--- src/rtl/pipeline_credit_sink.sv ---
// Credit-managed elastic buffer behind a fixed-latency, non-stalling delay line.
// Owns the producer's credits, flushes stale pipeline contents after reset, drains over valid/ready.
module pipeline_credit_sink #(
    parameter int Width   = 15,
    parameter int Depth   = 2,
    parameter int Entries = 8
) (
    input  logic                           clk,
    input  logic                           rst_n,
    input  logic                           issue_i,
    output logic                           credit_avail_o,
    input  logic                           in_valid_i,
    input  logic [Width-1:0]               in_data_i,
    output logic                           out_valid_o,
    output logic [Width-1:0]               out_data_o,
    input  logic                           out_ready_i,
    output logic [$clog2(Entries+1)-1:0]   count_o,
    output logic                           credit_err_o,
    output logic                           overflow_err_o
);

    localparam int CntW = $clog2(Entries + 1);
    localparam int PtrW = (Entries > 1) ? $clog2(Entries) : 1;
    localparam int FlW  = (Depth > 0) ? $clog2(Depth + 1) : 1;

    logic [CntW-1:0]  credits_q, credits_d;
    logic [CntW-1:0]  count_q, count_d;
    logic [PtrW-1:0]  rd_ptr_q, rd_ptr_d;
    logic [PtrW-1:0]  wr_ptr_q, wr_ptr_d;
    logic [FlW-1:0]   flush_q, flush_d;
    logic             credit_err_q, credit_err_d;
    logic             overflow_err_q, overflow_err_d;
    logic [Width-1:0] mem_q [Entries];

    logic flushing, pop, take, wr_req, wr_en;

    // Pointers wrap explicitly so Entries need not be a power of two.
    function automatic logic [PtrW-1:0] ptr_inc(input logic [PtrW-1:0] p);
        return (p == PtrW'(Entries - 1)) ? '0 : p + PtrW'(1);
    endfunction

    assign flushing       = (flush_q != '0);
    assign credit_avail_o = !flushing && (credits_q != '0);
    assign out_valid_o    = (count_q != '0);
    assign out_data_o     = mem_q[rd_ptr_q];
    assign count_o        = count_q;
    assign credit_err_o   = credit_err_q;
    assign overflow_err_o = overflow_err_q;

    assign pop    = out_valid_o && out_ready_i;
    assign take   = issue_i && credit_avail_o;
    assign wr_req = in_valid_i && !flushing;
    assign wr_en  = wr_req && ((count_q != CntW'(Entries)) || pop);

    always_comb begin
        credits_d      = credits_q;
        count_d        = count_q;
        rd_ptr_d       = rd_ptr_q;
        wr_ptr_d       = wr_ptr_q;
        flush_d        = flushing ? flush_q - FlW'(1) : flush_q;
        credit_err_d   = credit_err_q   || (issue_i && !credit_avail_o);
        overflow_err_d = overflow_err_q || (wr_req && !wr_en);

        if (take && !pop)
            credits_d = credits_q - CntW'(1);
        else if (pop && !take && credits_q != CntW'(Entries))
            credits_d = credits_q + CntW'(1);

        if (wr_en && !pop)
            count_d = count_q + CntW'(1);
        else if (pop && !wr_en)
            count_d = count_q - CntW'(1);

        if (wr_en) wr_ptr_d = ptr_inc(wr_ptr_q);
        if (pop)   rd_ptr_d = ptr_inc(rd_ptr_q);
    end

    always_ff @(posedge clk or negedge rst_n) begin
        if (!rst_n) begin
            credits_q      <= CntW'(Entries);
            count_q        <= '0;
            rd_ptr_q       <= '0;
            wr_ptr_q       <= '0;
            flush_q        <= FlW'(Depth);
            credit_err_q   <= 1'b0;
            overflow_err_q <= 1'b0;
        end else begin
            credits_q      <= credits_d;
            count_q        <= count_d;
            rd_ptr_q       <= rd_ptr_d;
            wr_ptr_q       <= wr_ptr_d;
            flush_q        <= flush_d;
            credit_err_q   <= credit_err_d;
            overflow_err_q <= overflow_err_d;
        end
    end

    // Storage is not reset; out_data is only meaningful while out_valid is high.
    always_ff @(posedge clk) begin
        if (wr_en) mem_q[wr_ptr_q] <= in_data_i;
    end

endmodule

--- config.mk ---
export PLATFORM = sky130hd
export DESIGN_NAME = pipeline_credit_sink
export DESIGN_NICKNAME = d
export VERILOG_FILES = /design/src/rtl/pipeline_credit_sink.sv
export SDC_FILE = /design/constraint.sdc
export NUM_CORES = 1
export LEC_CHECK = 0
export CAP_MARGIN = 20
export CORE_UTILIZATION = 65
export CTS_BUF_LIST = sky130_fd_sc_hd__clkbuf_4
export CTS_CLUSTER_SIZE = 30
export DETAILED_ROUTE_END_ITERATION = 8
export GPL_ROUTABILITY_DRIVEN = 0
export GPL_TIMING_DRIVEN = 0
export PLACE_DENSITY = 0.86
export SLEW_MARGIN = 20
export SYNTH_ARGS = -nofsm -noshare
export SYNTH_HDL_FRONTEND = slang
export SYNTH_SLANG_ARGS = --single-unit
--- constraint.sdc ---
create_clock -name clk -period 4.85 [get_ports clk]
set_input_delay 0.485 -clock clk [delete_from_list [all_inputs] [get_ports clk]]
set_output_delay 0.485 -clock clk [all_outputs]
set_load 0.01 [all_outputs]
Word-level counts from Yosys, hierarchy flattened
Memory sizes are Yosys's and may differ from the RTL's. Index checks and enable logic that the tools add are counted.

Add/subtract/negate cells: 7. Eq/ne operators: 4. Mux-type cells: 8. Reduce and logical (&&, ||, !) cells: 25.

Operators by type and width (number): 4-bit 2-to-1 mux (4); 1-bit logical AND (12); 4-bit by 1-bit adder with 4-bit output, second input constant (2); 4-bit inequality test, second input constant (2); 4-bit nonzero test (2); 4-bit by 1-bit subtractor with 4-bit output, second input constant (2); 3-bit by 1-bit adder with 3-bit output, second input constant (2); 3-bit equality test, second input constant (2); 3-bit 2-to-1 mux (2); 2-bit nonzero test (3); 1-bit logical NOT (5); 1-bit logical OR (3); 1-bit 2-to-1 mux (2); 2-bit by 1-bit subtractor with 2-bit output, second input constant (1).

Flip-flop bits (word level): 18. RAM bits: 120. Input port bits: 20. Output and inout bits: 23. Word-level logic and storage cells: 52. Memories: 1.

Memory list: mem_q (words 8, width 15, rd ports 1, clocked after memory_dff 0, wr ports 1, RTL line 33) `logic [Width-1:0] mem_q [Entries];`.

Logic depth before layout (Yosys ltp)
Depth in word-level cells: 9. Depth in mapped cells: 12. Mapped depth without buffers: 12.

Worst setup path after synthesis
OpenSTA, ideal clock, no wires.

Kind: register to register. From: reg count_q[1] (netlist: count_o[1]). To: reg count_q[3] (netlist: count_o[3]). Arrival: 2566 ps. Required time: 4714 ps. Path slack: 2148 ps. Cell stages (with the launch flop): 11. Buffers on the path: 0. Period minus slack after synthesis: 2702 ps. Cell sequence: dfrtp_1 or3_1 o31a_1 nand2_1 inv_1 ha_1 inv_1 ha_1 a21o_2 a2111oi_0 o31ai_1.

Word-level cells in the longest chain between the ends: 7. Elaborated cells between the ends (all ways): 14.

Ends and longest elaborated chain: start: declaration (RTL line 27) `logic [CntW-1:0] count_q, count_d;`; start signal: assignment (RTL line 89) `count_q <= count_d;`; 4-bit nonzero test (RTL line 44) `assign out_valid_o = (count_q != '0);`; 1-bit logical AND (RTL line 50) `assign pop = out_valid_o && out_ready_i;`; 1-bit logical OR * (RTL line 53) `assign wr_en = wr_req && ((count_q != CntW'(Entries)) || pop);`; 1-bit logical AND * (RTL line 53); named net wr_en (RTL line 35) `logic flushing, pop, take, wr_req, wr_en;`; 1-bit logical NOT (RTL line 71) `else if (pop && !wr_en)`; 1-bit logical AND (RTL line 71); 2-bit nonzero test (no line).

The timed path passes the listed nets; every way through them passes the cells marked *. The select of a mux whose other input is x is not followed. A chain may end at the register's enable or synchronous reset.

Final worst setup path
From: reg rd_ptr_q[0]. To: out out_data_o[11].

Word-level cells in the longest chain between the ends: 1.

Ends and longest elaborated chain: start: declaration (RTL line 28) `logic [PtrW-1:0] rd_ptr_q, rd_ptr_d;`; start signal: assignment (RTL line 90) `rd_ptr_q <= rd_ptr_d;`; memory 8 x 15 bit; end: declaration (RTL line 15) `output logic [Width-1:0] out_data_o,`.

Every way passes these cells.

==> run metrics <==
status finished clean; VDD IR max 330.5 uV; n_diodes 0; Via Count between 2000 and 3000; H-tree levels 4; Worst slew margin 46.79%; Final nets 385; Worst setup EP type output pin; Yosys reg bits 138; met1 wire length 4216 um; Crit path buffers/inverters 3; PortBufs 42; CTS Buf Count 17; max-slew violation count 0; main combinational cell family by area after synthesis multiplexers; Initial Util 67.64%; chip height 94.70 um; initial antenna violation count 0; Die X 94.70 um; vias per cell 6.241; Syn Inst Count approximately 290; number of max-cap violations 0; # clock sinks 138; global route total overflow 0; Netlist Area Pre-Place roughly 0.0056 mm2; post-route ant nets 0; DR WL/cell 22.58 um; Design Power 3.824 mW; number of DRC markers in iteration 0 307; clock slew at reported path FFs ~0.13 ns; top area cells in the synthesized netlist edfxtp_1 (65%), mux4_2 (12%), dfrtp_1 (7.2%), mux2_2 (3.8%), ha_1 (2.0%); # IOs 43; P_leak around 2.2 nW; Setup Buffers After CTS 0; clock tree from TritonCTS built; HP Class primary input to asynchronous set/reset pin; Top delay family on crit path buffers and inverters; critical path required time 4.37 ns; Final Cell Area 0.006575 mm2; Tmin final 3.485 ns; crit path DAT 3.00 ns; first-pass GRT wire length 16070 um; final hold violations 0; unrepaired setup endpoints after global routing false; final setup vio count 0; ratio of cells with drive above 1 in the final layout between 20% and 30%; fmax 286.9 MHz; crit-path max FO 10; Post-Synth Simple-Gate Area 3.943%; area delta synth->final 17.72%; CP cell instances clkbuf_1 > buf_2 > mux4_2 > mux2_2 > clkdlybuf4s50_1; post-synth net total 315; core area 0.008258 mm2; Synth Area in Compound Gates 2.151%; overall die area 0.008967 mm2; Post-DP HPWL around 7100 um; Total Neg Setup Slack 0 ns; final wirelength 10680 um; Post-Synth XOR/XNOR Area less than 1%; Layout Skew 0.01915 ns; ys flop type edfxtp_1; WL met3 821 um; post-CTS sizing 0; mux contribution to synthesized area between 10% and 20%; number of global-route vias before repair between 2000 and 3000; Worst-Margin Slew about 0.80 ns; Total Routing Usage GR 26.31%; CTS Hold Bufs 0; FFs w/ async S/R, synth 13.04%; Distinct cells, synth 44; Largest stage delay, worst path 0.60 ns; FF-to-FF setup slack 1.93 ns; Post-DP Area 0.006271 mm2; Tcrit/Tclk final a little under three quarters; PD cells 581.7 mW/mm2; post-synthesis adder-cell area fraction 2.375%; CP Launch Type register; Std-Cell Rows 33; Seq/Total Area, Yosys just over 70%; DRT Pass-1 Iters 4; share of the synthesized area in the top cell type 64.52%; pin count of the biggest net entering global routing 19; crit path kind register to output pin; metal2 WL 5440 um; area leader, netlist edfxtp_1; Max clock buf depth 2; Clk Latency, worst-skew pair 0.51 ns; mean post-synth cell area 19.60 um2; Root Driver clkbuf_4; Synth warnings 0; highest-delay cell along the critical path mux4_2; top sig layer met4; Post-synth EDFFs 120; DRC Markers 0
placed cells by master, fill, tap and decap left out, types with 2 or more instances in the layout:
cell type        Yosys  final
a21o_2               2      2
a21oi_1              2      2
buf_2                3      3
buf_4                0      3
buf_6                1      2
buf_8                0      5
bufinv_16            0      3
clkbuf_1             6      6
clkbuf_4             0     17
clkdlybuf4s50_1      0     42
clkinv_1             0      2
clkinv_2             0      2
clkinv_4             1      5
clkinvlp_4           0      3
dfrtp_1             16     16
dfstp_2              2      2
edfxtp_1           120    120
ha_1                 9      9
inv_1                7      7
mux2_2              19     19
mux2i_1              2      2
mux4_2              30     30
nand2_1             16     16
nor2_1               8      2
nor2_2               0      6
nor3_1               7      5
nor3_2               0      2
nor3b_1              2      2
o21ai_0              4      4
xnor2_1              4      4
layout make-up:
| type | instances | area, um2 |
|---|---|---|
| Tap cell | 105 | 131.4 |
| Inverter | 8 | 35.03 |
| Buffer | 11 | 52.55 |
| Fill cell | 423 | 1683 |
| Timing Repair Buffer | 51 | 529.3 |
| Clock buffer | 17 | 127.6 |
| Multi-Input combinational cell | 128 | 1466 |
| Clock inverter | 15 | 176.4 |
| Sequential cell | 138 | 4056 |
power by group:
| part | internal (mW) | switching (mW) | total [mW] |
|---|---|---|---|
| combinational | 0.757 | 0.667 | 1.42 |
| sequential | 1.51 | 0.117 | 1.62 |
| clock | 0.358 | 0.418 | 0.776 |
| total | 2.62 | 1.20 | 3.82 |
path summary, 6_finish.rpt:
check                                        start                       end  depth (start not counted)
hold reg to reg             credit_err_o$_DFF_PN0_    credit_err_o$_DFF_PN0_                          1
min in group clk            credit_err_o$_DFF_PN0_    credit_err_o$_DFF_PN0_                          1
max in group asynchronous                    rst_n    count_o[3]$_DFFE_PN0P_                          1
hold / removal                               rst_n  credits_q[1]$_DFFE_PN0P_                          1
setup reg to reg            count_o[1]$_DFFE_PN0P_    count_o[3]$_DFFE_PN0P_                         10
setup / recovery           rd_ptr_q[0]$_DFFE_PN0P_            out_data_o[11]                          5
worst reg2reg max path: stages, from the launching register on:
cell and delay [ns]:
dfrtp_1 0.46, or3_1 0.41, o31a_1 0.29, nand2_1 0.18
inv_1 0.07, ha_1 0.23, inv_1 0.16, ha_1 0.26
a21o_2 0.23, a2111oi_0 0.39, o31ai_1 0.14
sequential cells by signal, summed over array words and instances (netlist names):
| name | flops |
|---|---|
| count_o | 4 |
| credit_err_o | 1 |
| credits_q | 4 |
| flush_q | 2 |
| mem_q | 120 |
| overflow_err_o | 1 |
| rd_ptr_q | 3 |
| wr_ptr_q | 3 |
per-stage QoR:
stage,worst slack [ns],cells,hold slack [ns],utilization [%]
after floorplan,2.148,285,0.1894,-
after global placement,1.081,432,0.4398,74.32
after detailed placement,1.790,441,0.4530,75.94
after CTS,1.291,473,0.4059,79.62
after global routing,1.212,473,0.4581,79.62
final,1.365,473,0.4183,79.62
routing by layer:
metal	up-vias	track usage [%]
li1	1289	-
met3	17	6.039
met4	0	11.99
met1	1487	34.58
met5	-	0
met2	159	42.39
cells by family (layout without fill, tap and decap cells):
logic type / after synthesis / count (layout)
AOI/OAI and AO/OA: 17 / 17
buffers and inverters: 19 / 102
DFF: 138 / 138
muxes: 52 / 52
adders and majority gates: 10 / 10
xor gates and xnor gates: 5 / 5
and+or+nand+nor: 44 / 44
cell usage after synthesis (2+ instances only):
cell type  instances
nand2_1           16
a21o_2             2
mux2i_1            2
o21ai_0            4
ha_1               9
xnor2_1            4
mux4_2            30
nor3b_1            2
mux2_2            19
dfstp_2            2
buf_2              3
dfrtp_1           16
a21oi_1            2
nor3_1             7
clkbuf_1           6
edfxtp_1         120
nor2_1             8
inv_1              7
Note: power is estimated with default switching activity, not from simulation.
